`src/rtl/wb_if.sv`:
```
// wb_if: M/W pipeline inputs and GRF write-port / forwarding outputs of the writeback stage.
interface wb_if;
  logic        en;
  logic        clr;
  logic        valid_m;
  logic [31:0] pc_m;
  logic [31:0] alu_m;
  logic [31:0] dm_m;
  logic [4:0]  a3_m;
  logic        regwrite_m;
  logic [1:0]  wsel_m;
  logic [2:0]  ldtype_m;
  logic        we_w;
  logic [4:0]  a3_w;
  logic [31:0] wd_w;
  logic [31:0] pc_w;
  logic        fwd_hit_w;
  logic [31:0] retired;
  modport master (
    output en, clr, valid_m, pc_m, alu_m, dm_m, a3_m, regwrite_m, wsel_m, ldtype_m,
    input  we_w, a3_w, wd_w, pc_w, fwd_hit_w, retired
  );
  modport slave (
    input  en, clr, valid_m, pc_m, alu_m, dm_m, a3_m, regwrite_m, wsel_m, ldtype_m,
    output we_w, a3_w, wd_w, pc_w, fwd_hit_w, retired
  );
endinterface

```
`src/rtl/wb_stage.sv`:
```
// wb_stage: MIPS writeback stage (M/W register, load extension, writeback mux, retire counter).
// Define WB_SUBWORD_EN for lb/lbu/lh/lhu extension; otherwise every load behaves as lw.
module wb_stage #(
  parameter logic [31:0] PC_RESET = 32'h0000_0000
) (
  input logic clk,
  input logic reset,
  wb_if.slave bus
);
  logic        valid_q, valid_d;
  logic        counted_q, counted_d;
  logic [31:0] pc_q, pc_d;
  logic [31:0] alu_q, alu_d;
  logic [31:0] dm_q, dm_d;
  logic [4:0]  a3_q, a3_d;
  logic        regwrite_q, regwrite_d;
  logic [1:0]  wsel_q, wsel_d;
  logic [2:0]  ldtype_q, ldtype_d;
  logic [31:0] retired_q, retired_d;
  logic [31:0] ld_data;
  logic        load;
  assign load = bus.clr || bus.en;
  always_comb begin
    valid_d    = bus.clr ? 1'b0     : bus.en ? bus.valid_m    : valid_q;
    pc_d       = bus.clr ? PC_RESET : bus.en ? bus.pc_m       : pc_q;
    alu_d      = bus.clr ? 32'h0    : bus.en ? bus.alu_m      : alu_q;
    dm_d       = bus.clr ? 32'h0    : bus.en ? bus.dm_m       : dm_q;
    a3_d       = bus.clr ? 5'h0     : bus.en ? bus.a3_m       : a3_q;
    regwrite_d = bus.clr ? 1'b0     : bus.en ? bus.regwrite_m : regwrite_q;
    wsel_d     = bus.clr ? 2'h0     : bus.en ? bus.wsel_m     : wsel_q;
    ldtype_d   = bus.clr ? 3'h0     : bus.en ? bus.ldtype_m   : ldtype_q;
    // a held instruction keeps driving the GRF but is marked as already retired
    counted_d  = !load;
    retired_d  = retired_q + {31'h0, valid_q && !counted_q};
  end
  always_ff @(posedge clk or posedge reset) begin
    if (reset) begin
      valid_q    <= 1'b0;
      counted_q  <= 1'b0;
      pc_q       <= PC_RESET;
      alu_q      <= 32'h0;
      dm_q       <= 32'h0;
      a3_q       <= 5'h0;
      regwrite_q <= 1'b0;
      wsel_q     <= 2'h0;
      ldtype_q   <= 3'h0;
      retired_q  <= 32'h0;
    end else begin
      valid_q    <= valid_d;
      counted_q  <= counted_d;
      pc_q       <= pc_d;
      alu_q      <= alu_d;
      dm_q       <= dm_d;
      a3_q       <= a3_d;
      regwrite_q <= regwrite_d;
      wsel_q     <= wsel_d;
      ldtype_q   <= ldtype_d;
      retired_q  <= retired_d;
    end
  end
`ifdef WB_SUBWORD_EN
  logic [31:0] byte_sh;
  logic [15:0] half;
  assign byte_sh = dm_q >> {alu_q[1:0], 3'b000};
  assign half    = alu_q[1] ? dm_q[31:16] : dm_q[15:0];
  always_comb
    ld_data = ldtype_q == 3'd1 ? {{24{byte_sh[7]}}, byte_sh[7:0]} :
              ldtype_q == 3'd2 ? {24'h0, byte_sh[7:0]} :
              ldtype_q == 3'd3 ? {{16{half[15]}}, half} :
              ldtype_q == 3'd4 ? {16'h0, half} : dm_q;
`else
  logic unused_ldtype;
  assign unused_ldtype = ^ldtype_q;
  assign ld_data = dm_q;
`endif
  assign bus.wd_w      = wsel_q == 2'd0 ? alu_q :
                         wsel_q == 2'd1 ? ld_data :
                         wsel_q == 2'd2 ? pc_q + 32'd8 : 32'h0;
  assign bus.we_w      = regwrite_q && valid_q;
  assign bus.a3_w      = a3_q;
  assign bus.pc_w      = pc_q;
  assign bus.fwd_hit_w = bus.we_w && a3_q != 5'h0;
  assign bus.retired   = retired_q;
endmodule

```
`src/flat_wrapper.sv`:
```
// flat-port wrapper written by rule: the top's interface ports become plain ports
module wb_stage_flat 
#(
  parameter logic [31:0] PC_RESET = 32'h0000_0000
)
  (clk, reset, bus_en, bus_clr, bus_valid_m, bus_pc_m, bus_alu_m, bus_dm_m, bus_a3_m, bus_regwrite_m, bus_wsel_m, bus_ldtype_m, bus_we_w, bus_a3_w, bus_wd_w, bus_pc_w, bus_fwd_hit_w, bus_retired);
  wb_if bus_i ();
  input logic clk;
  input logic reset;
  input wire logic [$bits(bus_i.en)-1:0] bus_en;
  input wire logic [$bits(bus_i.clr)-1:0] bus_clr;
  input wire logic [$bits(bus_i.valid_m)-1:0] bus_valid_m;
  input wire logic [$bits(bus_i.pc_m)-1:0] bus_pc_m;
  input wire logic [$bits(bus_i.alu_m)-1:0] bus_alu_m;
  input wire logic [$bits(bus_i.dm_m)-1:0] bus_dm_m;
  input wire logic [$bits(bus_i.a3_m)-1:0] bus_a3_m;
  input wire logic [$bits(bus_i.regwrite_m)-1:0] bus_regwrite_m;
  input wire logic [$bits(bus_i.wsel_m)-1:0] bus_wsel_m;
  input wire logic [$bits(bus_i.ldtype_m)-1:0] bus_ldtype_m;
  output wire logic [$bits(bus_i.we_w)-1:0] bus_we_w;
  output wire logic [$bits(bus_i.a3_w)-1:0] bus_a3_w;
  output wire logic [$bits(bus_i.wd_w)-1:0] bus_wd_w;
  output wire logic [$bits(bus_i.pc_w)-1:0] bus_pc_w;
  output wire logic [$bits(bus_i.fwd_hit_w)-1:0] bus_fwd_hit_w;
  output wire logic [$bits(bus_i.retired)-1:0] bus_retired;
  assign bus_i.en = bus_en;
  assign bus_i.clr = bus_clr;
  assign bus_i.valid_m = bus_valid_m;
  assign bus_i.pc_m = bus_pc_m;
  assign bus_i.alu_m = bus_alu_m;
  assign bus_i.dm_m = bus_dm_m;
  assign bus_i.a3_m = bus_a3_m;
  assign bus_i.regwrite_m = bus_regwrite_m;
  assign bus_i.wsel_m = bus_wsel_m;
  assign bus_i.ldtype_m = bus_ldtype_m;
  assign bus_we_w = bus_i.we_w;
  assign bus_a3_w = bus_i.a3_w;
  assign bus_wd_w = bus_i.wd_w;
  assign bus_pc_w = bus_i.pc_w;
  assign bus_fwd_hit_w = bus_i.fwd_hit_w;
  assign bus_retired = bus_i.retired;
  wb_stage #(.PC_RESET(PC_RESET)) u_core (.clk(clk), .reset(reset), .bus(bus_i));
endmodule
```
`config.mk`:
```
export PLATFORM = sky130hd
export DESIGN_NAME = wb_stage_flat
export DESIGN_NICKNAME = d
export VERILOG_FILES = /design/src/rtl/wb_if.sv /design/src/rtl/wb_stage.sv /design/src/flat_wrapper.sv
export SDC_FILE = /design/constraint.sdc
export NUM_CORES = 1
export LEC_CHECK = 0
export ABC_CLOCK_PERIOD_IN_PS = 9050
export BUFFER_PORTS_ARGS = -buffer_cell sky130_fd_sc_hd__buf_4
export CAP_MARGIN = 20
export CORE_ASPECT_RATIO = 0.9
export CORE_MARGIN = 10
export CORE_UTILIZATION = 55
export CTS_CLUSTER_DIAMETER = 150
export DETAILED_ROUTE_END_ITERATION = 6
export PLACE_DENSITY = 0.85
export SLEW_MARGIN = 10
export SYNTH_ARGS = -nofsm -noshare
export SYNTH_HDL_FRONTEND = slang
export SYNTH_SLANG_ARGS = --single-unit
```
`constraint.sdc`:
```
create_clock -name clk -period 9.05 [get_ports clk]
set_input_delay 1.3575 -clock clk [delete_from_list [all_inputs] [get_ports clk]]
set_output_delay 1.3575 -clock clk [all_outputs]
set_load 0.005 [all_outputs]
```
Word-level counts from Yosys, hierarchy flattened. Index checks and enable logic that the tools add are counted.

Eq/ne operators: 2. $add $sub $neg: 2. Reduce and logical (&&, ||, !) cells: 9. Mux-type cells: 17.

Operator list (count): $mux W32 (9); $add A32 B1 Y32 (1); $add A32 B4 Y32 const B (1); $mux W5 (2); $reduce_bool A5 Y1 (1); $mux W1 (4); $mux W2 (2); $logic_and A1 B1 Y1 (3); $eq A2 B1 Y1 const B (1); $eq A2 B2 Y1 const B (1); $logic_not A1 Y1 (2); $logic_not A2 Y1 (1); $reduce_bool A2 Y1 (1); $logic_or A1 B1 Y1 (1).

Input bits: 112. Register bits: 138.

Depth between registers and ports, before layout.
Word-level depth: 4. Depth in mapped cells: 7. Gate-level depth less buffers: 7.

Worst setup path after synthesis. OpenSTA, ideal clock, no wires.

Path type: register -> output. From: register u_core.pc_q[5], in the netlist u_core.bus.pc_w[5]. To: output port bus_wd_w[16]. Required time: 7.693 ns. Cell stages (with the launch flop): 6. Data arrival time: 1.850 ns. Slack: 5.842 ns. Buffers on the path: 1. Cells stage by stage: dfrtp_1 nand3_4 or4_4 buf_6 or4_1 o211ai_1.

Longest elaborated chain between the ends: 4.

RTL lines: start: declaration (line wb_stage.sv:12) `logic [31:0] pc_q, pc_d;`; start signal: assignment (line wb_stage.sv:51) `pc_q <= pc_d;`; $add A32 B4 Y32 (line wb_stage.sv:78) `wsel_q == 2'd2 ? pc_q + 32'd8 : 32'h0;`; $mux W32 (line wb_stage.sv:78); $mux W32 (line wb_stage.sv:77) `wsel_q == 2'd1 ? ld_data :`; $mux W32 (line wb_stage.sv:76) `assign bus.wd_w = wsel_q == 2'd0 ? alu_q :`; end: declaration (line flat_wrapper.sv:22) `output wire logic [$bits(bus_i.wd_w)-1:0] bus_wd_w;`.

Every way passes these cells.

Worst setup path after layout.
From: register u_core.pc_q[13], in the netlist u_core.bus.pc_w[13]. To: output port bus_wd_w[30].

Same word-level chain as after synthesis.

==> impl_metrics.env <==
export IMPL_timing_critical_path_required_ps=7690
export IMPL_vias=6055
export IMPL_synth_top_area_share=0.496
export IMPL_first_pass_detailed_route_iteration_total=5
export IMPL_cpMaxStageDelayCell="sky130_fd_sc_hd__or4_1"
export IMPL_finalSetupViolCount=0
export IMPL_detailed_place_hpwl_um=15100
export IMPL_grt_setup_unrepaired="false"
export IMPL_regToRegEndpoint="u_core.bus.retired[26]$_DFF_PP0_"
export IMPL_power_density_nw_per_um2=172
export IMPL_status="finished clean"
export IMPL_ff2ff_path_depth=7
export IMPL_ioPinCount=215
export IMPL_relSlewSlack=0.283
export IMPL_grt_util_all_layers=0.239
export IMPL_die_height_um=127
export IMPL_grt_antenna_before_repair=2
export IMPL_start_kind="flip-flop"
export IMPL_grt_start_max_net_pins=107
export IMPL_worst_ir_drop_vdd_uv=165
export IMPL_synth_cell_area_um2=6960
export IMPL_syn2layout_area_growth_pct=32.8
export IMPL_yosys_register_bits=138
export IMPL_drc_violation_count_after_routing=0
export IMPL_synth_async_reset_ratio=1.00
export IMPL_cts_clk_slew_worst_paths_ps=60
export IMPL_cts_htree_levels=4
export IMPL_worstSetupEndpointType="primary output"
export IMPL_die_width_um=139
export IMPL_source_of_the_worst_hold_timing_path="u_core.bus.retired[31]$_DFF_PP0_"
export IMPL_min_delay_path_class="flip-flop to flip-flop"
export IMPL_period_needed_ps=4280
export IMPL_whs_endpoint="u_core.bus.retired[31]$_DFF_PP0_"
export IMPL_tritoncts="yes"
export IMPL_max_clock_freq_mhz=234
export IMPL_cp_top_family="simple AND/OR/NAND/NOR gates"
export IMPL_synth_cell_type_count=42
export IMPL_worst_slew_pin_slew_ps=1080
export IMPL_path_buf_inv=1
export IMPL_timing_critical_path_arrival_ps=2920
export IMPL_rrSetupSlack_ps=6410
export IMPL_cts_made_buffers=17
export IMPL_clk_insertion_delay_late_ps=420
export IMPL_die_area_um2=17600
export IMPL_min_delay_path_depth=1
export IMPL_synth_cells=678
export IMPL_fin_crit_sh=0.473
export IMPL_synthFlopType="sky130_fd_sc_hd__dfrtp_1"
export IMPL_synth_edf_count=0
export IMPL_grt_pass1_vias=6189
export IMPL_fin_setup_tns_ps=0
export IMPL_skew_ps=4.21
export IMPL_num_fill_cells=841
export IMPL_worst_path_cell_chain="and4_1 > nand4_1 > or4_1 > a31oi_1 > buf_4"
export IMPL_post_cts_repair_setup_buffers=0
export IMPL_drt_vias_per_instance=5.78
export IMPL_timing_setup_critical_path_class="flip-flop to primary output"
export IMPL_core_rowCount=38
export IMPL_routed_wirelength_um=21400
export IMPL_slew_violations=0
export IMPL_static_leakage_power_nw=4.58
export IMPL_io_buffer_count=211
export IMPL_drt_initial_drc_count=473
export IMPL_start_util=0.570
export IMPL_wire_length_of_the_first_global_routing_pass_um=34100
export IMPL_finalHoldViolCount=0
export IMPL_cts_hold_buffers_added=0
export IMPL_yosys_warnings=0
export IMPL_gp_congestion=0.963
export IMPL_critPathMaxFanout=14
export IMPL_core_outline_area_um2=12200
export IMPL_num_nets_final=989
export IMPL_clockBufferDepth=2
export IMPL_wl_per_cell_um=20.4
export IMPL_grt_overflow=0
export IMPL_postSynthNetCount=793
export IMPL_clock_sinks=138
export IMPL_finalPower_mw=1.59
export IMPL_cts_root_buffer="sky130_fd_sc_hd__clkbuf_16"
export IMPL_proportion_of_layout_cells_with_a_drive_suffix_above_1=0.287
export IMPL_worst_path_largest_cell_delay_ps=650
export IMPL_maxCapViolations=0
export IMPL_avgSynthCellArea_um2=10.3
export IMPL_yosys_top_cells_area="sky130_fd_sc_hd__dfrtp_1 (50%), sky130_fd_sc_hd__mux2i_1 (19%), sky130_fd_sc_hd__nor2_1 (7.3%)"
export IMPL_synth_sequential_area_ratio=0.496
export IMPL_synth_area_leader_cell="sky130_fd_sc_hd__dfrtp_1"
export IMPL_cts_resized_gates=0
export IMPL_worstReg2RegStart="u_core.valid_q$_DFFE_PP0N_"
export IMPL_drtAntennaViolNets=0
## report_power, final
group	switching, mW	leakage [nW]	internal [mW]
Sequential	0.0403	1.84	0.654
Clock	0.252	0.268	0.410
Combinational	0.112	2.47	0.123
## layout make-up
class	instances	area [um^2]	area share
Clock inverter	8	95.1	0.0103
Sequential cell	138	3450	0.373
Timing Repair Buffer	220	1690	0.183
Antenna cell	1	2.50	0.000270
Multi-Input combinational cell	490	3310	0.358
Inverter	7	31.3	0.00338
Tap cell	160	200	0.0216
Clock buffer	24	462	0.0499
## through the flow
stage | instance area, um^2 | hold WS, ps | worst slack, ps | std cells | util
after detailed placement | 8630 | 476 | 5310 | 1012 | 0.706
final | 9250 | 484 | 4770 | 1048 | 0.757
after floorplan | 6960 | 468 | 4000 | 678 | -
after global routing | 9250 | 509 | 4640 | 1047 | 0.757
after global placement | 8630 | 464 | 5400 | 1012 | 0.706
after CTS | 9190 | 483 | 4840 | 1044 | 0.752
## logic make-up (layout without fill, tap and decap cells)
| kind of cell | count (synthesis) | after routing | synth area share |
|---|---|---|---|
| buf+inv | 50 | 259 | 0.0284 |
| xor+xnor | 39 | 39 | 0.0490 |
| fa+ha+maj | 3 | 3 | 0.00539 |
| flops | 138 | 138 | 0.496 |
| mux | 131 | 131 | 0.188 |
| compound gates | 60 | 60 | 0.0582 |
| simple gates | 257 | 257 | 0.175 |
| other cells | 0 | 1 | 0 |
## registers in the layout, indices dropped and copies added (netlist names)
name	cells
u_core.alu_q	32
u_core.dm_q	32
u_core.counted_q	1
u_core.bus.pc_w	32
u_core.bus.a3_w	5
u_core.valid_q	1
u_core.regwrite_q	1
u_core.bus.retired	32
u_core.wsel_q	2
## routing by layer
metal / wire (um) / up-vias / GRT usage
met5: 0 / - / 0
met1: 8530 / 2961 / 0.290
met4: 427 / 0 / 0.0785
met3: 2080 / 37 / 0.0940
met2: 10300 / 253 / 0.384
li1: - / 2804 / -
## placed cells by master, fill, tap and decap left out, types with 2 or more instances in the layout
cell                         Yosys  layout
sky130_fd_sc_hd__xnor2_1        29      29
sky130_fd_sc_hd__a311o_1         2       2
sky130_fd_sc_hd__a31o_2          2       2
sky130_fd_sc_hd__and2_1          2       2
sky130_fd_sc_hd__xor2_1         10      10
sky130_fd_sc_hd__a21oi_1         7       7
sky130_fd_sc_hd__dfrtp_1       138     137
sky130_fd_sc_hd__o21ai_0         6       6
sky130_fd_sc_hd__o22ai_1         8       8
sky130_fd_sc_hd__inv_1           7       6
sky130_fd_sc_hd__buf_4           0     216
sky130_fd_sc_hd__nor4_1          7       7
sky130_fd_sc_hd__ha_1            3       3
sky130_fd_sc_hd__nor3_1          9       9
sky130_fd_sc_hd__clkinv_2        0       4
sky130_fd_sc_hd__bufinv_16       0       2
sky130_fd_sc_hd__nand2_1        22      22
sky130_fd_sc_hd__or4_1           7       7
sky130_fd_sc_hd__nand4_1        18      18
sky130_fd_sc_hd__o31ai_1         4       4
sky130_fd_sc_hd__clkbuf_1       26       6
sky130_fd_sc_hd__mux2i_1       131     131
sky130_fd_sc_hd__buf_16          0       2
sky130_fd_sc_hd__o211ai_1       14      14
sky130_fd_sc_hd__and4_1          7       7
sky130_fd_sc_hd__clkbuf_16       0      17
sky130_fd_sc_hd__nor2_1        135     135
sky130_fd_sc_hd__clkinvlp_4      0       2
sky130_fd_sc_hd__o21bai_1        2       2
sky130_fd_sc_hd__and3_1          6       6
sky130_fd_sc_hd__nor2b_1         4       4
sky130_fd_sc_hd__nand3_1        32      32
sky130_fd_sc_hd__a31oi_1        11      11
## cells in the mapped netlist, types with 2 or more instances
| library cell | count |
|---|---|
| sky130_fd_sc_hd__buf_1 | 14 |
| sky130_fd_sc_hd__mux2i_1 | 131 |
| sky130_fd_sc_hd__or4_1 | 7 |
| sky130_fd_sc_hd__nor4_1 | 7 |
| sky130_fd_sc_hd__o21bai_1 | 2 |
| sky130_fd_sc_hd__xnor2_1 | 29 |
| sky130_fd_sc_hd__a31oi_1 | 11 |
| sky130_fd_sc_hd__buf_2 | 2 |
| sky130_fd_sc_hd__o21ai_0 | 6 |
| sky130_fd_sc_hd__and2_1 | 2 |
| sky130_fd_sc_hd__a311o_1 | 2 |
| sky130_fd_sc_hd__a31o_2 | 2 |
| sky130_fd_sc_hd__nand4_1 | 18 |
| sky130_fd_sc_hd__and3_1 | 6 |
| sky130_fd_sc_hd__inv_1 | 7 |
| sky130_fd_sc_hd__nor3_1 | 9 |
| sky130_fd_sc_hd__nand3_1 | 32 |
| sky130_fd_sc_hd__nand2_1 | 22 |
| sky130_fd_sc_hd__and4_1 | 7 |
| sky130_fd_sc_hd__o31ai_1 | 4 |
| sky130_fd_sc_hd__nor2_1 | 135 |
| sky130_fd_sc_hd__o211ai_1 | 14 |
| sky130_fd_sc_hd__a21oi_1 | 7 |
| sky130_fd_sc_hd__clkbuf_1 | 26 |
| sky130_fd_sc_hd__xor2_1 | 10 |
| sky130_fd_sc_hd__o22ai_1 | 8 |
| sky130_fd_sc_hd__nor2b_1 | 4 |
| sky130_fd_sc_hd__dfrtp_1 | 138 |
| sky130_fd_sc_hd__ha_1 | 3 |
## how the worst max path moves through the flow
stage / startpoint / end / slack [ps] / cells past startpoint
after floorplan: reset / u_core.alu_q[0]$_DFFE_PP0N_ / 4000 / 1
after global placement: u_core.bus.pc_w[13]$_DFFE_PP0N_ / bus_wd_w[30] / 5400 / 5
after detailed placement: u_core.bus.pc_w[13]$_DFFE_PP0N_ / bus_wd_w[30] / 5310 / 5
after CTS: u_core.bus.pc_w[13]$_DFFE_PP0N_ / bus_wd_w[30] / 4840 / 5
after global routing: u_core.bus.pc_w[13]$_DFFE_PP0N_ / bus_wd_w[30] / 4640 / 5
final: u_core.bus.pc_w[13]$_DFFE_PP0N_ / bus_wd_w[30] / 4770 / 5
## worst reg2reg max path: stages (launching register included)
cell and delay [ps]:
sky130_fd_sc_hd__dfrtp_1 410, sky130_fd_sc_hd__nor2b_1 200, sky130_fd_sc_hd__ha_1 250, sky130_fd_sc_hd__ha_1 250, sky130_fd_sc_hd__nand4_1 230, sky130_fd_sc_hd__nor3_1 780
sky130_fd_sc_hd__nand4_1 230, sky130_fd_sc_hd__xnor2_1 180
Power figures use the tool's default switching activity.
